--- config.mk ---
export PLATFORM = sky130hd
export DESIGN_NAME = mem_ctrl
export DESIGN_NICKNAME = d
export VERILOG_FILES = /design/src/rtl/mem_ctrl.sv
export SDC_FILE = /design/constraint.sdc
export NUM_CORES = 1
export LEC_CHECK = 0
export ABC_AREA = 1
export CAP_MARGIN = 10
export CORE_ASPECT_RATIO = 0.75
export CORE_MARGIN = 2
export CORE_UTILIZATION = 36
export CTS_BUF_LIST = sky130_fd_sc_hd__clkbuf_4
export CTS_CLUSTER_SIZE = 24
export DETAILED_ROUTE_END_ITERATION = 16
export PLACE_DENSITY = 0.61
export SETUP_SLACK_MARGIN = 0.5
export SLEW_MARGIN = 20
export SYNTH_ARGS = -nofsm -noshare
export SYNTH_HDL_FRONTEND = slang
export SYNTH_SLANG_ARGS = --single-unit
--- constraint.sdc ---
create_clock -name clk_in -period 4.7 [get_ports clk_in]
set_input_delay 0.705 -clock clk_in [delete_from_list [all_inputs] [get_ports clk_in]]
set_output_delay 0.705 -clock clk_in [all_outputs]
set_load 0.005 [all_outputs]
--- src/rtl/mem_ctrl.sv ---
// mem_ctrl: byte-wide RAM/IO bus controller serving icache line refills and LSB loads/stores.
// Reads pipeline one address per edge against a one-cycle-latency RAM; stores stall on a full IO sink.
module mem_ctrl #(
    parameter int LINE_WIDTH = 64,
    parameter int ADDR_WIDTH = 32,
    parameter logic [ADDR_WIDTH-1:0] IO_BASE = 32'h00030000
) (
    input  logic                  clk_in,
    input  logic                  rst_in,
    input  logic                  rdy_in,
    input  logic                  if_signal,
    input  logic [ADDR_WIDTH-1:0] if_addr,
    output logic                  if_done,
    output logic [LINE_WIDTH-1:0] if_data,
    input  logic                  ls_signal,
    input  logic                  ls_wr,
    input  logic [1:0]            ls_len,
    input  logic [ADDR_WIDTH-1:0] ls_addr,
    input  logic [31:0]           ls_wdata,
    output logic                  ls_done,
    output logic [31:0]           ls_rdata,
    input  logic [7:0]            mem_din,
    output logic [7:0]            mem_dout,
    output logic [ADDR_WIDTH-1:0] mem_a,
    output logic                  mem_wr,
    input  logic                  io_buffer_full
);
    typedef enum logic [1:0] {IDLE, IFETCH, LOAD, STORE} state_t;
    state_t state, state_d;
    logic [ADDR_WIDTH-1:0] base, st_addr;
    logic [31:0] wdata;
    logic [3:0] n, cnt, len_n;
    logic [4:0] rsh;
    logic [7:0] st_byte;
    logic wr_q, ls_go, if_go, stall;
    logic [LINE_WIDTH-9:0] line_q;
    logic [LINE_WIDTH-1:0] shifted;

    assign mem_wr = wr_q & rdy_in;

    always_comb begin
        ls_go = ls_signal && !ls_done;
        if_go = if_signal && !if_done;
        len_n = ls_len == 2'b00 ? 4'd1 : ls_len == 2'b01 ? 4'd2 : 4'd4;
        // in IDLE the store path previews byte 0 of the incoming request so it issues on the accept edge
        st_addr = state == STORE ? base + ADDR_WIDTH'(cnt) : ls_addr;
        st_byte = 8'((state == STORE ? wdata : ls_wdata) >> {(state == STORE ? cnt[1:0] : 2'd0), 3'd0});
        stall = st_addr >= IO_BASE && io_buffer_full;
        shifted = {mem_din, line_q};
        rsh = n == 4'd1 ? 5'd24 : n == 4'd2 ? 5'd16 : 5'd0;
        state_d = state;
        if (state == IDLE)
            state_d = ls_go ? (ls_wr ? STORE : LOAD) : if_go ? IFETCH : IDLE;
        else if (cnt == n)
            state_d = IDLE;
    end

    always_ff @(posedge clk_in or negedge rst_in) begin
        if (!rst_in) begin
            state    <= IDLE;
            base     <= '0;
            wdata    <= '0;
            n        <= '0;
            cnt      <= '0;
            wr_q     <= 1'b0;
            line_q   <= '0;
            mem_a    <= '0;
            mem_dout <= '0;
            if_done  <= 1'b0;
            ls_done  <= 1'b0;
            if_data  <= '0;
            ls_rdata <= '0;
        end else if (rdy_in) begin
            state   <= state_d;
            if_done <= 1'b0;
            ls_done <= 1'b0;
            case (state)
                IDLE:
                    if (ls_go) begin
                        base  <= ls_addr;
                        n     <= len_n;
                        wdata <= ls_wdata;
                        mem_a <= ls_addr;
                        cnt   <= ls_wr && !stall ? 4'd1 : 4'd0;
                        if (ls_wr) begin
                            mem_dout <= st_byte;
                            wr_q     <= !stall;
                        end
                    end else if (if_go) begin
                        base  <= if_addr;
                        n     <= 4'd8;
                        mem_a <= if_addr;
                        cnt   <= 4'd0;
                    end
                IFETCH, LOAD: begin
                    // cnt == k-1 at edge E(k): byte k-2 arrives on mem_din, address k goes out
                    cnt <= cnt + 4'd1;
                    if (cnt != 4'd0) line_q <= shifted[LINE_WIDTH-1:8];
                    if (cnt + 4'd1 < n) mem_a <= base + ADDR_WIDTH'(cnt + 4'd1);
                    if (cnt == n) begin
                        if (state == IFETCH) begin
                            if_data <= shifted;
                            if_done <= 1'b1;
                        end else begin
                            ls_rdata <= shifted[LINE_WIDTH-1 -: 32] >> rsh;
                            ls_done  <= 1'b1;
                        end
                    end
                end
                STORE:
                    if (cnt == n) begin
                        wr_q    <= 1'b0;
                        ls_done <= 1'b1;
                    end else begin
                        mem_a    <= st_addr;
                        mem_dout <= st_byte;
                        wr_q     <= !stall;
                        if (!stall) cnt <= cnt + 4'd1;
                    end
                default: ;
            endcase
        end
    end
endmodule

Word level (Yosys, flattened, before mapping). Index checks and enable logic that the tools add are counted.

Output and inout bits: 139. Register bits after elaboration: 269. Input port bits: 113. Word-level logic and storage cells: 100.

Muxes and demuxes: 40. Eq/ne operators: 13. Add/sub/neg operators: 4. Shift-type cells: 2. Bitwise gates (word level): 2. Reduce and logical (&&, ||, !) cells: 24. Order comparisons: 2.

Operators with widths (number): two-way mux 32 bit (6); case mux 32 bit (3 select lines) (1); adder 32 x 4 -> 32 bit (1); adder 32 x 5 -> 32 bit (1); greater-or-equal comparator 32 x 18 -> 1 bit, second input constant (1); >> shifter 32 x 5 -> 32 bit (1); >> shifter 32 x 5 -> 8 bit (1); two-way mux 4 bit (6); two-way mux 8 bit (3); AND reduction 4 bit (5); case mux 8 bit (2 select lines) (1); two-way mux 1 bit (12); case mux 4 bit (3 select lines) (1); two-way mux 5 bit (2); inequality test 2 bit, second input constant (5); AND reduction 3 bit (3); two-way mux 2 bit (4); two-way mux 3 bit (2); nonzero test 2 bit (3); adder 4 x 1 -> 5 bit, second input constant (1); AND reduction 5 bit (1); adder 4 x 1 -> 4 bit, second input constant (1); equality test 2 x 1 -> 1 bit, second input constant (2); equality test 2 bit, second input constant (2); other kinds (14) (21).

Logic depth before layout (Yosys ltp).
Depth after elaboration: 9. Depth in mapped cells: 20. Gate-level depth less buffers: 20.

Worst setup path before layout. Ideal clock, no wire load.

Kind: register to register. From: register cnt[0]. To: register mem_a[10]. Data required time: 4.579 ns. Library setup time: 0.121 ns. Buffers on the path: 2. Period minus slack after synthesis: 2.767 ns. Arrival: 2.646 ns. Stages on the path, launching flop included: 14. Slack: 1.933 ns. Path through: dfrtp_1 clkbuf_1 inv_1 ha_1 ha_1 inv_1 nor2_1 o211ai_1 a21oi_1 or2_2 nor2_4 inv_2 buf_1 a22o_1.

Word-level cells in the longest chain between the ends: 4. Elaborated cells between the ends (all ways): 13. Classes of those cells: add/sub (4); order compare (1); eq/ne (3); mux (4); reduce/logical (1).

RTL lines: start, declared (line 32) `logic [3:0] n, cnt, len_n;`; start signal, assigned (line 84) `cnt <= ls_wr && !stall ? 4'd1 : 4'd0;`; start signal, assigned (line 97) `cnt <= cnt + 4'd1;`; start signal, assigned (line 118) `if (!stall) cnt <= cnt + 4'd1;`; adder 4 x 1 -> 5 bit (tied with other cells) (line 99) `if (cnt + 4'd1 < n) mem_a <= base + ADDR_WIDTH'(cnt + 4'd1);`; adder 32 x 5 -> 32 bit (tied with other cells) (line 99); two-way mux 32 bit (tied with other cells) (line 99); case mux 32 bit (3 select lines) or AND reduction 4 bit (tied branches); end signal, assigned (line 83) `mem_a <= ls_addr;`; end signal, assigned (line 92) `mem_a <= if_addr;`; end signal, assigned (line 99); end, declared (line 24) `output logic [ADDR_WIDTH-1:0] mem_a,`.

Several ways; a longest one is shown, not always the timed one. The select of a mux whose other input is x is not followed. A chain may end at the register's enable or synchronous reset.

Worst setup path after layout.
From: register cnt[0]. To: register mem_a[16].

Same word-level chain as after synthesis.

==> run metrics <==
Mapped Nets 1837; worst setup path endpoint mem_a[16]; CP peak stage delay 550 ps; leakage 7.973 nW; final-report setup violation count 0; final total power 10.52 mW; final net count 2101; combinational share of power 42.6%; fraction of layout instances using a drive strength above 1 9.653%; CP startpoint kind flop; final wirelength 44.71 mm; Synth top area share 49.80%; min Tclk post-route 3366 ps; setup bufs post-CTS 0; Psw 4.303 mW; Hold Crit Class input port to asynchronous set/reset pin; Die H 171.8 microns; Netlist cell types 46; core footprint 37020 sq um; Post-synth EDFFs 0; Worst setup EP type flop; grt ovf 0; WL/cell 17.69 microns; crit path from cnt[0]; Rel. slew slack 33.77%; Vias/cell 4.974; RR Endpoint mem_a[16]; Slowest-stage cell, CP dfrtp_1; Synth async-reset ratio 100.0%; top cells by area, synth dfrtp_1 (50%), nand2_1 (14%), o21ai_0 (8.6%); Clock Tree Buf Depth 3; max capacitance violation total 0; largest net degree at the start of global routing 115; Synth Instances 1707; #FFs+latches synth 269; non-filler instance count after layout 2528; initial antenna violation count 2; FF-to-FF setup slack 1330 ps; area grow syn2layout 29.04%; Final period util 71.62%; hold bufs inserted after CTS 0; Die X 227.7 microns; area post-placement 16540 sq um; CTS clk-pin slew, worst paths 60 ps; Initial Util 36.52%; largest area contributor in the netlist dfrtp_1; Critical Path Stages 13; DP Worst Slack 1353 ps; Fmax 297.1 MHz; clk sinks 269; mapped cell area 13520 sq um; sw frac 40.91%; DRC 0; vias after detailed routing 12580; detailed placement HPWL 32.27 mm; sequential fraction of the synthesis area 49.80%; Avg Cell Area, Syn 7.918 sq um; WP data required 5290 ps; Clk pwr share 19.8%; Final WS setup 1334 ps; Sequential Power Share 37.7%; maximum VDD drop 0.2663 mV; Worst R2R Start cnt[0]; num ports 252; Pre-Repair DR Iteration Count 7; commonest non-fill, non-tap cells in the layout nand2_1 (505), dfrtp_1 (269), clkdlybuf4s50_1 (250), o21ai_0 (231), inv_1 (162); critical path class flop to flop; H-tree depth 3; Slew Viols, Final 0; Design Area, Final 17440 sq um; critical-path cell list inv_1, ha_1, ha_1, inv_1, nor2_1, o211ai_1, a21oi_1, or2_2, nor2_4, inv_2, buf_4, nand2_1, o21ai_0; setup TNS 0 ps; CTS resizes 0; status complete, no violations; yosys synthesis warning count 0; Setup Skew 30.96 ps; row cnt 61; Int Pwr 6.215 mW; GP Congestion 0.9810; CTS buffer count 72; insertion delay to the later sink of the worst-skew pair 730 ps; commonest non-fill, non-tap cell in the layout nand2_1; RSZ-0062 raised after global routing no; Worst-Margin Slew 983.1 ps; CP delay by family, top buffers and inverters; GR Util All Layers 22.99%; DRT antenna net count 0; vias in the first global route 12200; Critical Path Fanout Max 32; cell area power density 603.0 nW/um^2; global-route wire length before repair 69.89 mm; crit path DAT 3960 ps; DRC marker count from the first detailed-route iteration 1069; R2R depth 13; crit path buf inv count 4; CTS tree done; clock root buffer clkbuf_4; Final Hold Vio Count 0; Inst Count DP 2401; port bufs 251; die area 39130 sq um; Primary FF master, synth dfrtp_1
through the flow:
stage          hold WS, ps  utilization (%)
2_1_floorplan        409.4                -
3_3_place_gp         456.9            44.68
3_5_place_dp         458.3            44.68
4_1_cts              36.18            47.09
5_1_grt              67.15            47.12
6_report             68.13            47.12
registers in the layout, summed over array words and instances, names as in the netlist:
signal and count:
base 32, cnt 4, if_data 64, if_done 1, line_q 56, ls_done 1
ls_rdata 32, mem_a 32, mem_dout 8, n 4, state 2, wdata 32
wr_q 1
logic make-up (layout without fill, tap and decap cells):
kind of cell / Yosys count / count (layout) / share of synthesized area, %
simple gates: 733 / 733 / 22.40
compound gates: 398 / 398 / 16.26
flops: 269 / 269 / 49.80
buf+inv: 255 / 568 / 7.146
mux: 28 / 28 / 2.249
fa+ha+maj: 17 / 17 / 1.685
xor+xnor: 7 / 7 / 0.4536
other cells: 0 / 4 / 0
cells in the mapped netlist, types with 10 or more instances:
master,number
a21oi_1,79
a22o_1,11
and2_0,13
clkbuf_1,67
dfrtp_1,269
ha_1,15
inv_1,162
mux2_2,19
nand2_1,508
nand3_1,64
nor2_1,102
nor2_2,13
o2111ai_1,10
o21ai_0,231
o21ai_1,11
o22ai_1,16
o31ai_1,17
final cells by class:
class	instances	area (sq um)
clock buffers	105	788.3
multi-input cells	1183	5844
fillers	3642	19580
inverters	174	653.1
clock inverters	18	103.9
well taps	504	630.6
flip-flops and latches	269	6731
diodes	4	10.01
repair buffers	271	2680
layer usage:
layer  up-vias  GRT usage (%)  part of all wire [%]
li1       6138              -                     -
met1      5929          33.86                    49
met2       443          31.99                    41
met3        65          7.294                   8.6
met4         0          6.579                   2.1
met5         -              0                     0
worst reg2reg max path: cells and delay by family (launching register included):
kind	cells	cell delay (ps)
flops	1	550
compound gates	3	320
fa+ha+maj	2	660
buf+inv	4	950
simple gates	4	750
power by group through the flow:
stage               registers [mW]  clock network, mW  logic, mW
finish                        3.96               2.08       4.48
global route                  4.07               2.28       5.03
CTS                           3.95               2.16       4.48
detailed placement            3.98                  0       4.46
global placement              3.97                  0       4.38
floorplan                     3.77                  0       2.48
how the worst min path moves through the flow:
stage	endpoint	startpoint	cells past startpoint	slack (ps)
global route	ls_rdata[17]	rst_in	1	70
floorplan	base[0]	rst_in	0	410
finish	line_q[55]	rst_in	1	70
global placement	ls_rdata[11]	ls_rdata[11]	2	460
detailed placement	ls_rdata[11]	ls_rdata[11]	2	460
CTS	ls_rdata[26]	rst_in	1	40
(Power assumes the default switching activity.)
